## config.mk

```make
export PLATFORM = sky130hd
export DESIGN_NAME = regfile_mp
export DESIGN_NICKNAME = d
export VERILOG_FILES = /design/src/rtl/regfile_mp.sv
export SDC_FILE = /design/constraint.sdc
export NUM_CORES = 2
export LEC_CHECK = 0
export CAP_MARGIN = 20
export CELL_PAD_IN_SITES_DETAIL_PLACEMENT = 1
export CELL_PAD_IN_SITES_GLOBAL_PLACEMENT = 1
export CORE_MARGIN = 5
export CORE_UTILIZATION = 53
export DETAILED_ROUTE_END_ITERATION = 7
export GPL_ROUTABILITY_DRIVEN = 0
export MAX_ROUTING_LAYER = met4
export PLACE_DENSITY_LB_ADDON = 0.2
export SLEW_MARGIN = 0
export SYNTH_ARGS = -nofsm -noshare
export SYNTH_HDL_FRONTEND = slang
export SYNTH_SLANG_ARGS = --single-unit
export TNS_END_PERCENT = 10
```

## constraint.sdc

```tcl
create_clock -name clk -period 5.5 [get_ports clk]
set_input_delay 1.1 -clock clk [delete_from_list [all_inputs] [get_ports clk]]
set_output_delay 1.1 -clock clk [all_outputs]
set_load 0.01 [all_outputs]
```

## src/rtl/regfile_mp.sv

```systemverilog
// regfile_mp: parametrised multi-port integer register file.
// Two registered read ports with a read-enable hold, and two write ports.
// Port 4 has priority over port 3 when both write the same register.
// Optional write-first bypass (BYPASS) and hardwired-zero x0 (ZERO_REG).
// Optional feature macro REGFILE_SCOREBOARD_EN: this adds per-register
// pending bits and the ISV/ISA inputs and HZ1/HZ2 hazard outputs.
module regfile_mp #(
    parameter int unsigned XLEN     = 32,
    parameter int unsigned NREGS    = 32,
    parameter int unsigned AW       = $clog2(NREGS),
    parameter bit          ZERO_REG = 1'b1,
    parameter bit          BYPASS   = 1'b1
) (
    input  logic            clk,
    input  logic            rst,
    input  logic            RE,
    input  logic [AW-1:0]   A1,
    input  logic [AW-1:0]   A2,
    output logic [XLEN-1:0] RD1,
    output logic [XLEN-1:0] RD2,
`ifdef REGFILE_SCOREBOARD_EN
    input  logic            ISV,
    input  logic [AW-1:0]   ISA,
    output logic            HZ1,
    output logic            HZ2,
`endif
    input  logic            WE3,
    input  logic [AW-1:0]   A3,
    input  logic [XLEN-1:0] WD3,
    input  logic            WE4,
    input  logic [AW-1:0]   A4,
    input  logic [XLEN-1:0] WD4
);

    logic [XLEN-1:0] regs [NREGS];
    logic            w3_ok, w4_ok;
    logic [XLEN-1:0] rd1_next, rd2_next;

    function automatic logic addr_ok(input logic [AW-1:0] a);
        return 32'(a) < NREGS;
    endfunction

    // Addresses that hold real storage: in range and not the hardwired zero.
    function automatic logic live_addr(input logic [AW-1:0] a);
        return addr_ok(a) && !(ZERO_REG && (a == '0));
    endfunction

    function automatic logic [XLEN-1:0] read_sel(
        input logic [AW-1:0]   a,
        input logic [XLEN-1:0] stored,
        input logic            w3, input logic [AW-1:0] a3, input logic [XLEN-1:0] d3,
        input logic            w4, input logic [AW-1:0] a4, input logic [XLEN-1:0] d4
    );
        if (!live_addr(a))                 return '0;
        if (BYPASS && w4 && (a4 == a))     return d4;
        if (BYPASS && w3 && (a3 == a))     return d3;
        return stored;
    endfunction

    assign w3_ok = WE3 && live_addr(A3);
    assign w4_ok = WE4 && live_addr(A4);

    // Read-data selection: hardwired zero / out of range, then bypass, then storage.
    always_comb begin
        rd1_next = read_sel(A1, regs[A1], w3_ok, A3, WD3, w4_ok, A4, WD4);
        rd2_next = read_sel(A2, regs[A2], w3_ok, A3, WD3, w4_ok, A4, WD4);
    end

    // Register array update; port 4 is assigned last so it wins on a collision.
    always_ff @(posedge clk) begin
        if (rst) begin
            for (int unsigned i = 0; i < NREGS; i++) begin
                regs[i] <= '0;
            end
        end else begin
            if (w3_ok) regs[A3] <= WD3;
            if (w4_ok) regs[A4] <= WD4;
        end
    end

    // Registered read outputs, held while RE is low.
    always_ff @(posedge clk) begin
        if (rst) begin
            RD1 <= '0;
            RD2 <= '0;
        end else if (RE) begin
            RD1 <= rd1_next;
            RD2 <= rd2_next;
        end
    end

`ifdef REGFILE_SCOREBOARD_EN
    logic [NREGS-1:0] pending, pend_clr, pend_nxt;
    logic             hz1_next, hz2_next;

    // Pending bits: writebacks clear first, then an issue sets (issue wins).
    always_comb begin
        pend_clr = pending;
        if (w3_ok) pend_clr[A3] = 1'b0;
        if (w4_ok) pend_clr[A4] = 1'b0;
        pend_nxt = pend_clr;
        if (ISV && live_addr(ISA)) pend_nxt[ISA] = 1'b1;
        hz1_next = addr_ok(A1) ? pend_clr[A1] : 1'b0;
        hz2_next = addr_ok(A2) ? pend_clr[A2] : 1'b0;
    end

    // Scoreboard state and hazard flags aligned with RD1/RD2.
    always_ff @(posedge clk) begin
        if (rst) begin
            pending <= '0;
            HZ1     <= 1'b0;
            HZ2     <= 1'b0;
        end else begin
            pending <= pend_nxt;
            if (RE) begin
                HZ1 <= hz1_next;
                HZ2 <= hz2_next;
            end
        end
    end
`endif

endmodule

```

---- After elaboration in Yosys (flattened, before gate mapping) ----
Memory sizes are Yosys's and may differ from the RTL's.
Cells that the tools add are included.
storage, ports and cells
  output and inout port bits .............. 64
  logic and storage cells ................. 59
  bits in registers ....................... 64
  memories ................................ 1
  memory bits (writable) .................. 1,024
memory list
  name  depth  bits a word  read ports  clocked after memory_dff  wr ports  line  source
  regs  32     32           2           0                         32        35    logic [XLEN-1:0] regs [NREGS];
cells by class
  equality and inequality tests ........... 4
  reductions and logical operators ........ 14
  mux-type cells .......................... 38
operators with widths
  cell               number
  $mux 32            14
  $reduce_or 32->1   2
  $mux 1             22
  $eq 5x5->1         4
  $logic_not 5->1    4
  $mux 5             2
  $logic_and 1x1->1  6
  $logic_not 1->1    2

---- Depth between registers and ports, before layout ----
  depth in word-level cells ............... 11
  gate-level depth with buffers ........... 10
  mapped depth without buffers ............ 6

---- Worst setup path after synthesis ----
No wires, ideal clock.
  kind .................................... input -> register
  start point ............................. input port rst
  end point ............................... memory regs[26][0] (enable)
  data arrival time ....................... 4.258 ns
  library setup time ...................... 0.466 ns
  path buffers ............................ 2
  setup slack ............................. 0.776 ns
  cell stages on the path ................. 6
  path through ............................ buf_2 > nor2b_1 > nor2b_1 > nand2_1 > clkbuf_1 > o21ai_0
RTL lines
  item         line  source
  from (decl)  15    input logic rst,
  to (decl)    35

---- Final worst setup path ----
  start point ............................. input port A4[2]
  end point ............................... register RD1[6]
on the way
  longest elaborated chain between the ends .. 9
RTL lines
  item                  line  source
  from (decl)           31    input logic [AW-1:0] A4,
  $logic_not 5->1       45    return addr_ok(a) && !(ZERO_REG && (a == '0));
  $logic_not 1->1       45
  $logic_and 1x1->1     61    assign w4_ok = WE4 && live_addr(A4);
  $logic_and 1x1->1 *   55    if (BYPASS && w4 && (a4 == a)) return d4;
  $mux 32               55
  $mux 32               56    if (BYPASS && w3 && (a3 == a)) return d3;
  $mux 32               57    return stored;
  $mux 32 *             56
  $mux 32 *             55
  to (signal assigned)  87    RD1 <= rd1_next;
  to (decl)             19    output logic [XLEN-1:0] RD1,
Mark *: on every way between the ends. The rest lies on a longest branch, timed or not. The select of a mux whose other input is x is not followed.
A chain may end at the register's enable or synchronous reset.

==> impl_metrics.ini <==
[timing]
worst_pin_slew_ns = 1.24
rsz0062_at_grt = false
fin_crit_sh_pct = 72.6
clock_skew_ns = 0.0262
fmaxAchievable_mhz = 250
hold_viol_final = 0
drv_slew = 0
setup_viol = 0
setup_ws_ns = 1.51
period_needed_ns = 3.99
final.setup.tns_ns = 0
slew_headroom_pct = 16.8

[clocking]
insertion_delay_ns = 0.75
clk_pin_slew_ns = 0.06
cts-root-buf = clkbuf_16
post_cts_buffers = 0
numCtsBuffers = 118
cts_sinks = 1088
hold_buffers = 0
h-tree-depth = 3
cts-resized-gates = 0
cts_tree = yes
clock_path_buffers = 3

[hold_path]
hold_path_end = RD1[23]$_SDFFE_PP0P_
hold_class = register to register
min_from = RD1[23]$_SDFFE_PP0P_
hold_path_depth = 2

[setup_path]
ff2ff_setup_slack_ns = 2.94
critPathKind = primary input to register
cp-start-kind = primary input
reg2reg_from = regs[7][1]$_DFFE_PP_
cp_max_fo = 39
crit_path_top_delay_cell = or4_2
cpPeakStageDelay_ns = 0.85
critical_path.cell_chain = clkdlybuf4s50_1, or3_1, o31ai_1, or4_2, buf_4, nand2_1, a221oi_1, a221oi_2
end_kind = register
critPathBufInv = 2
r2r_cells = 5
critPathRequiredTime_ns = 6.06
cp.arrival_ns = 4.55
path_delay_family = simple AND/OR/NAND/NOR gates
reg2reg_to = RD1[1]$_SDFFE_PP0P_

[routing]
first_pass_iters = 6
dr.first_iter.drc_count = 9130
wl_per_cell_um = 43.6
wirelength_um = 277000
vias = 52700
drc = 0
ant_nets = 0
routed_via_density = 8.29

[die]
die_area_sq_um = 125000
io_pins = 153
rows = 126
core_sq_um = 118000
fp.dieH_um = 353
initial_core_util_pct = 53.2
die_x_um = 353

[global_route]
grt_pass1_vias = 53400
overflow = 0
grt_use_total_pct = 44.3
grt_pass1_wl_um = 389000
antenna_found_initial = 19
grt_max_degree = 103

[yosys]
syn_area_per_cell_sq_um = 12.9
yosys_warnings = 0
yosysSeqAreaShare_pct = 51.2
synth_ff_type = edfxtp_1
synth_cells = 4841
synthDistinctLibCells = 52
syn_area_sq_um = 62500
async_reset_ff_share_pct = 0
ys_ff_latch = 1088
synth_edf_count = 1024

[placement]
place_area_sq_um = 66400
dpl.hpwl_um = 163000
portBuffers = 152
pre_cts_ws_ns = 0.991

[finish]
stdcell_area_sq_um = 70400
area_growth_pct = 12.6
drive_gt1_share_pct = 20.0
finalNetCount = 4795

[status]
status = finished, final reports clean

[pwr]
power.leakage_nw = 24.0
cellPowerDensity_nw_per_um2 = 302
ir_worst_vdd_v = 0.000265

[run]
maxCapViolations = 0
==> worst max path at each step <==
| stage | depth (start not counted) | slack (ns) | start | endpoint |
|---|---|---|---|---|
| 5_1_grt | 8 | 1.34 | A4[2] | RD1[6]$_SDFFE_PP0P_ |
| 3_5_place_dp | 7 | 0.99 | A3[4] | RD1[21]$_SDFFE_PP0P_ |
| 3_3_place_gp | 7 | 1.14 | A3[4] | RD1[21]$_SDFFE_PP0P_ |
| 4_1_cts | 8 | 1.67 | A4[2] | RD1[6]$_SDFFE_PP0P_ |
| 2_1_floorplan | 6 | 0.78 | rst | regs[26][0]$_DFFE_PP_ |
| 6_report | 8 | 1.51 | A4[2] | RD1[6]$_SDFFE_PP0P_ |
==> logic make-up (layout without fill, tap and decap cells) <==
family / after synthesis / count (layout) / synth area share [%]
flops: 1088 / 1088 / 51.2
simple gates: 538 / 538 / 3.84
other cells: 1 / 44 / 0.00600
mux: 762 / 762 / 18.4
buf+inv: 720 / 650 / 4.61
xor+xnor: 20 / 20 / 0.280
compound gates: 1712 / 1712 / 21.7
==> where the power goes <==
part | total [mW] | leakage, nW | internal, mW | switching [mW]
combinational | 3.13 | 11.8 | 1.11 | 2.02
sequential | 9.90 | 10.3 | 9.57 | 0.335
clock | 8.20 | 1.90 | 4.68 | 3.52
total | 21.2 | 24.0 | 15.4 | 5.87
==> metal layers <==
| layer | global-route usage [%] | routed length (um) | up-vias |
|---|---|---|---|
| li1 | - | - | 19600 |
| met1 | 53.7 | 91200 | 26700 |
| met2 | 64.5 | 121000 | 5088 |
| met3 | 14.6 | 43300 | 1314 |
| met4 | 27.6 | 21000 | 0 |
| met5 | - | 0 | - |
==> layout by cell type (no fill, tap or decap), drive strengths merged, types with 37 or more instances in the layout <==
cell	Yosys	routed
a211oi	62	62
a21oi	126	126
a221oi	93	93
a22o	928	928
buf	113	281
clkbuf	599	159
clkdlybuf4s50	0	142
clkinv	3	41
dfxtp	64	64
edfxtp	1024	1024
mux2	61	61
mux2i	399	399
mux4	302	302
nand2	268	268
nor2	90	90
nor2b	37	37
nor3	66	66
o21ai	205	205
o221ai	135	135
o22ai	91	91
==> synthesized netlist by cell type, drive strengths merged (5+ instances only) <==
master | number | area share, %
or3 | 36 | 0.36
nor4 | 5 | 0.050
o21a | 31 | 0.37
a21oi | 126 | 1.0
mux2i | 399 | 6.4
o2111ai | 30 | 0.42
buf | 113 | 0.91
o22ai | 91 | 0.91
nor3 | 66 | 0.54
nand3 | 13 | 0.10
o21ai | 205 | 1.6
nor2 | 90 | 0.54
a22o | 928 | 13
nand2 | 268 | 1.6
dfxtp | 64 | 2.0
nand3b | 7 | 0.084
a211oi | 62 | 0.74
o221ai | 135 | 1.9
nor2b | 37 | 0.37
mux2 | 61 | 1.1
clkbuf | 599 | 3.7
xnor2 | 17 | 0.24
mux4 | 302 | 11
inv | 5 | 0.030
a221oi | 93 | 1.5
edfxtp | 1024 | 49
nand2b | 5 | 0.062
==> stage by stage <==
stage	power, mW	hold slack, ns	util [%]	cells
final	21.2	0.535	59.8	6350
after CTS	21.0	0.529	59.7	6332
after global placement	12.9	0.513	56.4	6113
after detailed placement	13.0	0.518	56.5	6116
after floorplan	11.7	0.519	-	4872
after global routing	21.7	0.549	59.8	6349
==> cell type report <==
class | count | area (sq um)
well taps | 1536 | 1920
fillers | 11100 | 47200
clock buffers | 156 | 3250
diodes | 12 | 30.0
flip-flops and latches | 1088 | 32000
clock inverters | 60 | 621
multi-input cells | 3064 | 28600
inverters | 8 | 30.0
repair buffers | 426 | 3900
==> registers in the layout, summed over array words and instances, names as in the netlist <==
| signal | cells |
|---|---|
| RD1 | 32 |
| RD2 | 32 |
| regs | 1024 |
==> worst reg2reg max path: stages (launching register included) <==
cell and delay (ns):
edfxtp_1 0.41, mux4_2 0.49, o21ai_0 0.37, o21ai_0 0.52, a221oi_1 0.52, a221oi_2 0.09
Note: power is estimated with default switching activity, not from simulation.
